### src/rtl/riscv_pkg.sv
// rtl/riscv_pkg.sv - RV32I decode types, opcodes and immediate helper
package riscv_pkg;

    typedef enum logic [3:0] {
        OP_NONE    = 4'd0,
        OP_LUI     = 4'd1,
        OP_AUIPC   = 4'd2,
        OP_JAL     = 4'd3,
        OP_JALR    = 4'd4,
        OP_BRANCH  = 4'd5,
        OP_LOAD    = 4'd6,
        OP_STORE   = 4'd7,
        OP_OPIMM   = 4'd8,
        OP_OP      = 4'd9,
        OP_FENCE   = 4'd10,
        OP_SYSTEM  = 4'd11,
        OP_ILLEGAL = 4'd12
    } op_e;

    typedef enum logic [2:0] {
        IMM_I,
        IMM_S,
        IMM_B,
        IMM_U,
        IMM_J,
        IMM_NONE
    } imm_e;

    localparam logic [6:0] OPC_LUI    = 7'b0110111;
    localparam logic [6:0] OPC_AUIPC  = 7'b0010111;
    localparam logic [6:0] OPC_JAL    = 7'b1101111;
    localparam logic [6:0] OPC_JALR   = 7'b1100111;
    localparam logic [6:0] OPC_BRANCH = 7'b1100011;
    localparam logic [6:0] OPC_LOAD   = 7'b0000011;
    localparam logic [6:0] OPC_STORE  = 7'b0100011;
    localparam logic [6:0] OPC_OPIMM  = 7'b0010011;
    localparam logic [6:0] OPC_OP     = 7'b0110011;
    localparam logic [6:0] OPC_FENCE  = 7'b0001111;
    localparam logic [6:0] OPC_SYSTEM = 7'b1110011;

    localparam logic [6:0] F7_ZERO = 7'b0000000;
    localparam logic [6:0] F7_ALT  = 7'b0100000;

    typedef struct packed {
        op_e         op;
        logic [2:0]  funct3;
        logic        alt;
        logic [4:0]  rd;
        logic [4:0]  rs1;
        logic [4:0]  rs2;
        logic        rd_we;
        logic        rs1_en;
        logic        rs2_en;
        logic [31:0] imm;
        logic        illegal;
    } idu_bundle_t;

    function automatic logic [31:0] imm_gen(input logic [31:0] ins, input imm_e sel);
        logic [31:0] imm;
        case (sel)
            IMM_I:   imm = {{21{ins[31]}}, ins[30:20]};
            IMM_S:   imm = {{21{ins[31]}}, ins[30:25], ins[11:7]};
            IMM_B:   imm = {{20{ins[31]}}, ins[7], ins[30:25], ins[11:8], 1'b0};
            IMM_U:   imm = {ins[31:12], 12'b0};
            IMM_J:   imm = {{12{ins[31]}}, ins[19:12], ins[20], ins[30:21], 1'b0};
            default: imm = 32'b0;
        endcase
        return imm;
    endfunction

endpackage

### src/rtl/u_idu_dec.sv
// rtl/u_idu_dec.sv - combinational RV32I instruction decoder
module u_idu_dec
    import riscv_pkg::*;
(
    input  logic [31:0]  ins,
    output idu_bundle_t  bundle
);

    logic [6:0] opcode;
    logic [2:0] funct3;
    logic [6:0] funct7;
    imm_e       imm_sel;
    op_e        op;
    logic       wr, use1, use2, bad;

    assign opcode = ins[6:0];
    assign funct3 = ins[14:12];
    assign funct7 = ins[31:25];

    always_comb begin
        op      = OP_ILLEGAL;
        imm_sel = IMM_NONE;
        wr      = 1'b0;
        use1    = 1'b0;
        use2    = 1'b0;
        bad     = 1'b0;
        // opcode includes ins[1:0], so compressed encodings fall into default
        case (opcode)
            OPC_LUI:    begin op = OP_LUI;    imm_sel = IMM_U; wr = 1'b1; end
            OPC_AUIPC:  begin op = OP_AUIPC;  imm_sel = IMM_U; wr = 1'b1; end
            OPC_JAL:    begin op = OP_JAL;    imm_sel = IMM_J; wr = 1'b1; end
            OPC_JALR: begin
                op = OP_JALR; imm_sel = IMM_I; wr = 1'b1; use1 = 1'b1;
                bad = (funct3 != 3'b000);
            end
            OPC_BRANCH: begin
                op = OP_BRANCH; imm_sel = IMM_B; use1 = 1'b1; use2 = 1'b1;
                bad = (funct3 == 3'b010) || (funct3 == 3'b011);
            end
            OPC_LOAD: begin
                op = OP_LOAD; imm_sel = IMM_I; wr = 1'b1; use1 = 1'b1;
                bad = (funct3 == 3'b011) || (funct3 == 3'b110) || (funct3 == 3'b111);
            end
            OPC_STORE: begin
                op = OP_STORE; imm_sel = IMM_S; use1 = 1'b1; use2 = 1'b1;
                bad = (funct3 >= 3'b011);
            end
            OPC_OPIMM: begin
                op = OP_OPIMM; imm_sel = IMM_I; wr = 1'b1; use1 = 1'b1;
                bad = ((funct3 == 3'b001) && (funct7 != F7_ZERO)) ||
                      ((funct3 == 3'b101) && (funct7 != F7_ZERO) && (funct7 != F7_ALT));
            end
            OPC_OP: begin
                op = OP_OP; wr = 1'b1; use1 = 1'b1; use2 = 1'b1;
                bad = ((funct7 != F7_ZERO) && (funct7 != F7_ALT)) ||
                      ((funct7 == F7_ALT) && (funct3 != 3'b000) && (funct3 != 3'b101));
            end
            OPC_FENCE:  begin op = OP_FENCE; end
            OPC_SYSTEM: begin op = OP_SYSTEM; imm_sel = IMM_I; wr = 1'b1; end
            default:    begin bad = 1'b1; end
        endcase
    end

    always_comb begin
        bundle         = '0;
        bundle.op      = op;
        bundle.funct3  = funct3;
        bundle.alt     = ins[30];
        bundle.rd      = ins[11:7];
        bundle.rs1     = ins[19:15];
        bundle.rs2     = ins[24:20];
        bundle.rd_we   = wr && !bad && (ins[11:7] != 5'd0);
        bundle.rs1_en  = use1 && !bad;
        bundle.rs2_en  = use2 && !bad;
        bundle.imm     = imm_gen(ins, imm_sel);
        bundle.illegal = bad;
    end

endmodule

### src/rtl/u_idu.sv
// rtl/u_idu.sv - decode stage: slot qualification FSM and registered bundle
module u_idu
    import riscv_pkg::*;
#(
    parameter int WARMUP = 2,
    parameter int KILL_N = 2
) (
    input  logic        clk,
    input  logic        rstn,
    input  logic [31:0] ifu_pc,
    input  logic [31:0] ifu_ins,
    input  logic        ex_flush,
    output logic        idu_valid,
    output logic [31:0] idu_pc,
    output logic [31:0] idu_ins,
    output logic [3:0]  idu_op,
    output logic [2:0]  idu_funct3,
    output logic        idu_alt,
    output logic [4:0]  idu_rd,
    output logic [4:0]  idu_rs1,
    output logic [4:0]  idu_rs2,
    output logic        idu_rd_we,
    output logic        idu_rs1_en,
    output logic        idu_rs2_en,
    output logic [31:0] idu_imm,
    output logic        idu_illegal
);

    localparam int MAXC = (WARMUP > KILL_N) ? WARMUP : KILL_N;
    localparam int CW   = (MAXC > 1) ? $clog2(MAXC) + 1 : 1;
    localparam logic [CW-1:0] WARM_INIT = CW'((WARMUP > 0) ? WARMUP - 1 : 0);
    localparam logic [CW-1:0] KILL_INIT = CW'((KILL_N > 1) ? KILL_N - 2 : 0);

    typedef enum logic [1:0] {
        S_WARM,
        S_RUN,
        S_KILL
    } state_e;

    localparam state_e RESET_STATE = (WARMUP == 0) ? S_RUN : S_WARM;

    state_e        state, state_nxt;
    logic [CW-1:0] cnt, cnt_nxt;
    logic          accept;
    idu_bundle_t   dec;

    u_idu_dec u_dec (
        .ins    (ifu_ins),
        .bundle (dec)
    );

    always_ff @(posedge clk or negedge rstn) begin
        if (!rstn) begin
            state <= RESET_STATE;
            cnt   <= WARM_INIT;
        end else begin
            state <= state_nxt;
            cnt   <= cnt_nxt;
        end
    end

    always_comb begin
        state_nxt = state;
        cnt_nxt   = cnt;
        accept    = 1'b0;
        case (state)
            S_WARM: begin
                if (cnt == '0) state_nxt = S_RUN;
                else           cnt_nxt   = cnt - CW'(1);
            end
            S_RUN: begin
                if (!ex_flush) begin
                    accept = 1'b1;
                end else if (KILL_N > 1) begin
                    state_nxt = S_KILL;
                    cnt_nxt   = KILL_INIT;
                end
            end
            S_KILL: begin
                if (ex_flush)        cnt_nxt   = KILL_INIT;
                else if (cnt == '0)  state_nxt = S_RUN;
                else                 cnt_nxt   = cnt - CW'(1);
            end
            default: begin
                state_nxt = RESET_STATE;
                cnt_nxt   = WARM_INIT;
            end
        endcase
    end

    // payload registers only load on accepted slots so dead slots cause no toggling
    always_ff @(posedge clk or negedge rstn) begin
        if (!rstn) begin
            idu_valid   <= 1'b0;
            idu_pc      <= '0;
            idu_ins     <= '0;
            idu_op      <= OP_NONE;
            idu_funct3  <= '0;
            idu_alt     <= 1'b0;
            idu_rd      <= '0;
            idu_rs1     <= '0;
            idu_rs2     <= '0;
            idu_rd_we   <= 1'b0;
            idu_rs1_en  <= 1'b0;
            idu_rs2_en  <= 1'b0;
            idu_imm     <= '0;
            idu_illegal <= 1'b0;
        end else begin
            idu_valid <= accept;
            if (accept) begin
                idu_pc      <= ifu_pc;
                idu_ins     <= ifu_ins;
                idu_op      <= dec.op;
                idu_funct3  <= dec.funct3;
                idu_alt     <= dec.alt;
                idu_rd      <= dec.rd;
                idu_rs1     <= dec.rs1;
                idu_rs2     <= dec.rs2;
                idu_rd_we   <= dec.rd_we;
                idu_rs1_en  <= dec.rs1_en;
                idu_rs2_en  <= dec.rs2_en;
                idu_imm     <= dec.imm;
                idu_illegal <= dec.illegal;
            end
        end
    end

endmodule

### config.mk
export PLATFORM = sky130hd
export DESIGN_NAME = u_idu
export DESIGN_NICKNAME = d
export VERILOG_FILES = /design/src/rtl/riscv_pkg.sv /design/src/rtl/u_idu_dec.sv /design/src/rtl/u_idu.sv
export SDC_FILE = /design/constraint.sdc
export NUM_CORES = 1
export LEC_CHECK = 0
export CAP_MARGIN = 30
export CORE_MARGIN = 4
export CORE_UTILIZATION = 35
export DETAILED_ROUTE_END_ITERATION = 10
export PLACE_DENSITY = 0.75
export SLEW_MARGIN = 20
export SYNTH_ARGS = -nofsm -noshare
export SYNTH_HDL_FRONTEND = slang
export SYNTH_SLANG_ARGS = --single-unit
### constraint.sdc
create_clock -name clk -period 3.3 [get_ports clk]
set_clock_uncertainty 0.05 [all_clocks]
set_input_delay 0.66 -clock clk [delete_from_list [all_inputs] [get_ports clk]]
set_output_delay 0.66 -clock clk [all_outputs]
set_load 0.02 [all_outputs]
==> results of run 1 <==
## cell families (layout without fill, tap and decap cells)
logic type,count (synthesis),after routing,share of synthesized area
xor+xnor,2,2,0.00360
compound gates,110,110,0.138
simple gates,284,284,0.240
buf+inv,56,224,0.0578
flops,109,109,0.560
## how the worst min path moves through the flow
stage,from,endpoint,cells past startpoint
4_1_cts,rstn,idu_illegal,1
3_3_place_gp,idu_pc[29],idu_pc[29],2
6_report,rstn,idu_ins[13],1
5_1_grt,rstn,idu_ins[13],1
2_1_floorplan,rstn,cnt[1],0
3_5_place_dp,idu_pc[9],idu_pc[9],2
## state kept, by name (all words and copies together) (netlist names)
register,flops
idu_imm,32
idu_ins,32
idu_pc,32
idu_op,4
cnt,2
state,2
idu_illegal,1
idu_rd_we,1
idu_rs1_en,1
idu_rs2_en,1
idu_valid,1
## routing by layer
layer | global-route usage | wire length, um | vias up | share of wire
li1 | - | - | 2160 | -
met1 | 0.245 | 6420 | 2161 | 0.42
met2 | 0.304 | 7370 | 166 | 0.49
met3 | 0.0504 | 1190 | 17 | 0.078
met4 | 0.0486 | 204 | 0 | 0.013
met5 | 0 | 0 | - | 0
## metrics by stage
step	setup slack [ns]	util	instances	hold slack, ns	cell area [um^2]
CTS	0.630	0.533	905	0.352	7170
detailed placement	0.264	0.511	889	0.411	6870
floorplan	0.929	-	561	0.314	4870
global placement	0.360	0.509	888	0.407	6840
finish	0.649	0.533	905	0.331	7170
global route	0.532	0.533	905	0.390	7170
## synthesized netlist by cell type, drive strengths merged (2+ instances only)
cell and instances:
or4 3, or2 3, a31oi 4, nand3 4, nand2b 4, inv 6
buf 21, a221oi 4, dfrtp 108, nand3b 2, nor3b 2, and2 3
nor2 28, a22o 6, o21ai 30, nand2 220, nor4 2, nor2b 3
a21oi 44, and3 3, o22ai 2, o22a 3, clkbuf 29, o31ai 4
a2111oi 3, nor3 5
## critical path, delay by kind of cell
family | cells | cell delay, ns
buf+inv | 1 | 0.46
compound gates | 2 | 0.44
simple gates | 3 | 1.28
## power by group
part / internal (mW) / switching [mW] / total, mW
registers: 1.85 / 0.326 / 2.18
logic: 1.39 / 1.69 / 3.08
clock network: 0.612 / 0.484 / 1.10
## cell type report
| type | count | area, um^2 | area share |
|---|---|---|---|
| Sequential cell | 109 | 2730 | 0.381 |
| Inverter | 6 | 22.5 | 0.00314 |
| Timing Repair Buffer | 202 | 2020 | 0.282 |
| Tap cell | 176 | 220 | 0.0307 |
| Clock inverter | 5 | 58.8 | 0.00820 |
| Clock buffer | 11 | 243 | 0.0339 |
| Multi-Input combinational cell | 396 | 1880 | 0.262 |
## cell usage in the layout, fill, tap and decap left out, drive strengths merged, types with 2 or more instances in the layout
master         synthesis  routed
a2111oi                3       3
a21oi                 44      44
a221oi                 4       4
a22o                   6       6
a31oi                  4       4
and2                   3       3
and3                   3       3
buf                   21      13
clkbuf                29      11
clkdlybuf4s50          0     189
clkinvlp               0       2
dfrtp                108     108
inv                    6       7
nand2                220     220
nand2b                 4       4
nand3                  4       4
nand3b                 2       2
nor2                  28      28
nor2b                  3       3
nor3                   5       5
nor3b                  2       2
nor4                   2       2
o21ai                 30      30
o22a                   3       3
o22ai                  2       2
o31ai                  4       4
or2                    3       3
or4                    3       3
==> run_results.csv, run 1 <==
group,metric,value,unit
global_routing,grt_max_degree,68,
clock_network,cts_tree,"yes",
global_routing,first_global_vias,4401,
yosys,netlist_area,4870,um^2
yosys,synthCells,561,
clock_network,cts_buffers,9,
pwr,finalPower,6.35,mW
routing,drtIter0Drc,234,
timing,max_freq,377,MHz
yosys,ys.flop_type,"dfrtp_1",
die,pin_count,191,
yosys,ys_top_cells_by_area,"dfrtp_1, nand2_1, a21oi_1",
run,maxCapViolations,0,
cells_and_area,drive_gt1_frac,0.0549,
worst_setup_path,ff2ff_setup_slack,1.25,ns
timing,rsz0062_at_grt,"no",
pwr,leakagePower,3.21,nW
clock_network,clk_pin_slew_worst_paths,0.07,ns
yosys,yosysWarnings,0,
global_routing,grtUsageTotal,0.186,
routing,wirelength,15200,um
die,die_w,126,um
cells_and_area,antennaDiodeCount,0,
cells_and_area,fin_nets,791,
timing,slew_violations,0,
worst_setup_path,reg2reg_from,"state[1]",
worst_setup_path,r2r_cells,6,
worst_setup_path,crit_type,"primary input to flop",
worst_setup_path,cp-start-kind,"primary input",
timing,slew-limit-headroom,0.489,
clock_network,clk_latency,0.34,ns
routing,wl_per_cell,16.8,um
placement,place_congestion,0.894,
clock_network,cts-hold-fix-buffers,0,
die,rows,42,
routing,viasPerCell,4.98,
worst_setup_path,cp.required,3.49,ns
global_routing,antenna_found_initial,0,
worst_setup_path,path_cells,"clkdlybuf4s50_1 -> or4_4 -> nor3_2 -> a2111oi_1 -> or4_4 -> o41ai_2",
worst_setup_path,path_max_fanout,4,
worst_setup_path,crit_end,"idu_rs2_en",
pwr,peakVddDrop,0.407,mV
placement,hpwl,11100,um
clock_network,clockRootBuffer,"clkbuf_16",
routing,route.antenna.remaining_nets,0,
die,die_h,126,um
die,floorplan.die_area,15900,um^2
die,design.core.area,13500,um^2
worst_setup_path,cp-end-kind,"flop",
clock_network,htree_num_levels,3,
routing,firstDrtPassIters,7,
timing,worst_slew_pin_slew,0.767,ns
worst_setup_path,slowest_delay,0.56,ns
worst_hold_path,hold_path_class,"primary input to async pin",
cells_and_area,syn_to_final_growth,47.2,%
timing,hold_viol,0,
placement,port_buffers,190,
outcome,status,"finished clean",
clock_network,clock-sinks,109,
timing,tns,0,ns
global_routing,gr-total-overflow,0,
yosys,synth_seq_cells,109,
clock_network,cts_buffer_depth,2,
worst_setup_path,worstSetupStartpoint,"ifu_ins[26]",
timing,period_needed,2.65,ns
worst_setup_path,crit_path_top_delay_cell,"or4_4",
clock_network,post-cts-setup-buffers,0,
timing,finalSetupViolations,0,
die,start_util,0.362,
routing,num_vias,4504,
yosys,seq_area_frac_synth,0.560,
clock_network,ctsResizeCount,0,
global_routing,grt_pass1_wl,23900,um
yosys,yosysUniqueCellTypes,49,
yosys,synthArstFlopShare,1.00,
timing,fin_crit_sh,0.803,
worst_setup_path,rr_endpoint,"idu_rs2_en",
yosys,post_synth.cell_area_avg,8.68,um^2
yosys,yosysTopAreaCellShare,0.555,
worst_setup_path,crit_path_frequent_cell,"or4_4",
yosys,syn-num-nets,628,
routing,drc,0,
cells_and_area,nFillCells,1232,
yosys,synth-edff-count,0,
worst_setup_path,cp_data_arrival_time,2.84,ns
pwr,p_per_area,886,nW/um^2
yosys,synth_top_area_cell,"dfrtp_1",
Note: power is estimated with default switching activity, not from simulation.
==> run 2, diff against run 1 <==
--- a/config.mk
+++ b/config.mk
@@ -9,7 +9,7 @@
 export CORE_MARGIN = 4
 export CORE_UTILIZATION = 35
 export DETAILED_ROUTE_END_ITERATION = 10
-export PLACE_DENSITY = 0.75
+export PLACE_DENSITY = 0.77
 export SLEW_MARGIN = 20
 export SYNTH_ARGS = -nofsm -noshare
 export SYNTH_HDL_FRONTEND = slang
==> constraint.sdc (replaced) <==
create_clock -name clk -period 2.4 [get_ports clk]
set_clock_uncertainty 0.05 [all_clocks]
set_input_delay 0.48 -clock clk [delete_from_list [all_inputs] [get_ports clk]]
set_output_delay 0.48 -clock clk [all_outputs]
set_load 0.02 [all_outputs]
==> run 2 against run 1 <==
Flip-flop and latch count unchanged. Count of clock-buffer cells in the layout up 1. Die area unchanged. Cell count up 4.0%. Register-to-register slack worse by 0.69 ns. Via count up 2.4%. Worst setup slack worse by 0.61 ns. Cell area up 4.1%. Critical path type unchanged. Critical endpoint is now idu_rd_we. Highest routed layer unchanged.
==> run_results.csv, run 2 (synthesis gave the netlist of run 1 again) <==
group,metric,value,unit
timing,finalSetupViolations,0,
die,die_w,126,um
worst_setup_path,cp_data_arrival_time,2.56,ns
worst_hold_path,hold_path_class,"primary input to async pin",
cells_and_area,finalNonFillerCells,941,
routing,route.antenna.remaining_nets,0,
routing,wl_per_cell,16.5,um
cells_and_area,fin_nets,828,
clock_network,clock-sinks,109,
routing,viasPerCell,4.90,
die,design.core.area,13500,um^2
die,pin_count,191,
worst_setup_path,slowest_delay,0.59,ns
clock_network,clk_pin_slew_worst_paths,0.06,ns
clock_network,clk_latency,0.35,ns
cells_and_area,mostFrequentLayoutCells,"nand2_1, clkdlybuf4s50_1, dfrtp_1, buf_4, a21oi_1",
cells_and_area,multi_input_area,1900,um^2
global_routing,gr-total-overflow,0,
cells_and_area,nFillCells,1247,
worst_setup_path,reg2reg_from,"state[1]",
worst_setup_path,crit_type,"primary input to flop",
placement,post-place-cells,926,
routing,firstDrtPassIters,5,
worst_setup_path,cp-end-kind,"flop",
pwr,p_per_area,1180,nW/um^2
global_routing,first_global_vias,4531,
routing,drc,0,
clock_network,cts_tree,"yes",
run,maxCapViolations,0,
cells_and_area,reg_top3,"idu_imm (32), idu_ins (32), idu_pc (32)",
worst_setup_path,cp.depth,6,
placement,place_congestion,0.945,
global_routing,antenna_found_initial,0,
clock_network,cts_buffer_depth,2,
pwr,peakVddDrop,0.607,mV
timing,worst_slew_pin_slew,0.579,ns
die,floorplan.die_area,15900,um^2
routing,num_vias,4612,
cells_and_area,seqCellArea,2730,um^2
cells_and_area,drive_gt1_frac,0.101,
global_routing,grt_max_degree,110,
routing,drtIter0Drc,412,
worst_setup_path,path_max_fanout,4,
placement,hpwl,11300,um
worst_setup_path,path_cells,"clkdlybuf4s50_1 -> or4_4 -> nor3_4 -> a2111oi_1 -> or4_4 -> o31ai_2",
clock_network,clockRootBuffer,"clkbuf_16",
worst_setup_path,crit_path_frequent_cell,"or4_4",
timing,slew-limit-headroom,0.614,
timing,fin_crit_sh,0.982,
die,rows,42,
worst_setup_path,ff2ff_setup_slack,0.56,ns
die,start_util,0.362,
die,die_h,126,um
cells_and_area,antennaDiodeCount,0,
global_routing,grt_pass1_wl,24500,um
timing,max_freq,424,MHz
clock_network,htree_num_levels,3,
cells_and_area,final_core_util,0.555,
global_routing,grtUsageTotal,0.193,
pwr,leakagePower,3.41,nW
timing,rsz0062_at_grt,"yes",
cells_and_area,final_common_cell,"nand2_1",
clock_network,cts_buffers,9,
worst_setup_path,rr_endpoint,"idu_rd_we",
timing,slew_violations,0,
timing,period_needed,2.36,ns
timing,hold_viol,0,
worst_setup_path,cp-start-kind,"primary input",
cells_and_area,syn_to_final_growth,53.2,%
clock_network,post-cts-setup-buffers,0,
routing,wirelength,15500,um
worst_setup_path,critPathTopFamily,"simple AND/OR/NAND/NOR gates",
worst_setup_path,cp.required,2.60,ns
worst_setup_path,r2r_cells,6,
worst_setup_path,crit_buf_inv,1,
placement,port_buffers,190,
outcome,status,"finished clean",
worst_setup_path,crit_path_top_delay_cell,"or4_4",
run 2: cell types whose count changed in the layout (fill, tap and decap cells not counted), sizes merged:
cell	delta
clkinvlp	-2
clkbuf	+1
buf	+37
run 2: area by class of cell:
class | instances | area share
repair buffers | 239 | 0.307
flip-flops and latches | 109 | 0.366
multi-input cells | 396 | 0.254
well taps | 176 | 0.0295
clock buffers | 12 | 0.0344
clock inverters | 3 | 0.00587
inverters | 6 | 0.00302
run 2: metrics by stage:
| stage | setup TNS, ns | power (mW) | setup slack (ns) | hold WS [ns] | instance area [um^2] |
|---|---|---|---|---|---|
| after floorplan | 0 | 5.24 | 0.209 | 0.134 | 4870 |
| after global routing | -0.0341 | 9.34 | -0.0182 | 0.218 | 7460 |
| after global placement | -0.909 | 7.27 | -0.288 | 0.407 | 7140 |
| after detailed placement | -1.22 | 7.36 | -0.371 | 0.411 | 7140 |
| after CTS | 0 | 8.91 | 0.00795 | 0.183 | 7450 |
| final | 0 | 8.80 | 0.0435 | 0.160 | 7460 |
run 2: what timing repair did:
item | 4_1_cts | 5_1_grt
hold buffers | 0 | 0
hold endpoints to repair | 0 | 0
resized for setup | 1 | 3
endpoints found under the setup margin | 1 | 2
pin swaps | 0 | 2
run 2: how the worst max path moves through the flow:
| stage | endpoint | slack (ns) | from |
|---|---|---|---|
| finish | idu_rd_we | 0.04 | ifu_ins[26] |
| global route | idu_rs1_en | -0.02 | ifu_ins[26] |
| CTS | idu_rs2_en | 0.008 | ifu_ins[26] |
| detailed placement | idu_rs2_en | -0.37 | ifu_ins[26] |
| global placement | idu_rs2_en | -0.29 | ifu_ins[26] |
| floorplan | idu_rs2_en | 0.21 | ifu_ins[26] |
run 2: per-layer routing:
metal  track usage  part of all wire
met3        0.0550             0.079
met1         0.257              0.43
met2         0.304              0.47
met4        0.0681             0.021
met5             0                 0
run 2: power by group:
| group | switching (mW) | total, mW | internal (mW) |
|---|---|---|---|
| combinational | 2.32 | 4.28 | 1.95 |
| sequential | 0.453 | 3.00 | 2.55 |
| clock | 0.661 | 1.52 | 0.864 |
==> run 3, diff against run 2 <==
--- a/config.mk
+++ b/config.mk
@@ -10,6 +10,7 @@
 export CORE_UTILIZATION = 35
 export DETAILED_ROUTE_END_ITERATION = 10
 export PLACE_DENSITY = 0.77
+export SKIP_LAST_GASP = 1
 export SLEW_MARGIN = 20
 export SYNTH_ARGS = -nofsm -noshare
 export SYNTH_HDL_FRONTEND = slang
==> results of run 3 <==
No change in the layout: final DEF, timing and power equal those of run 2.
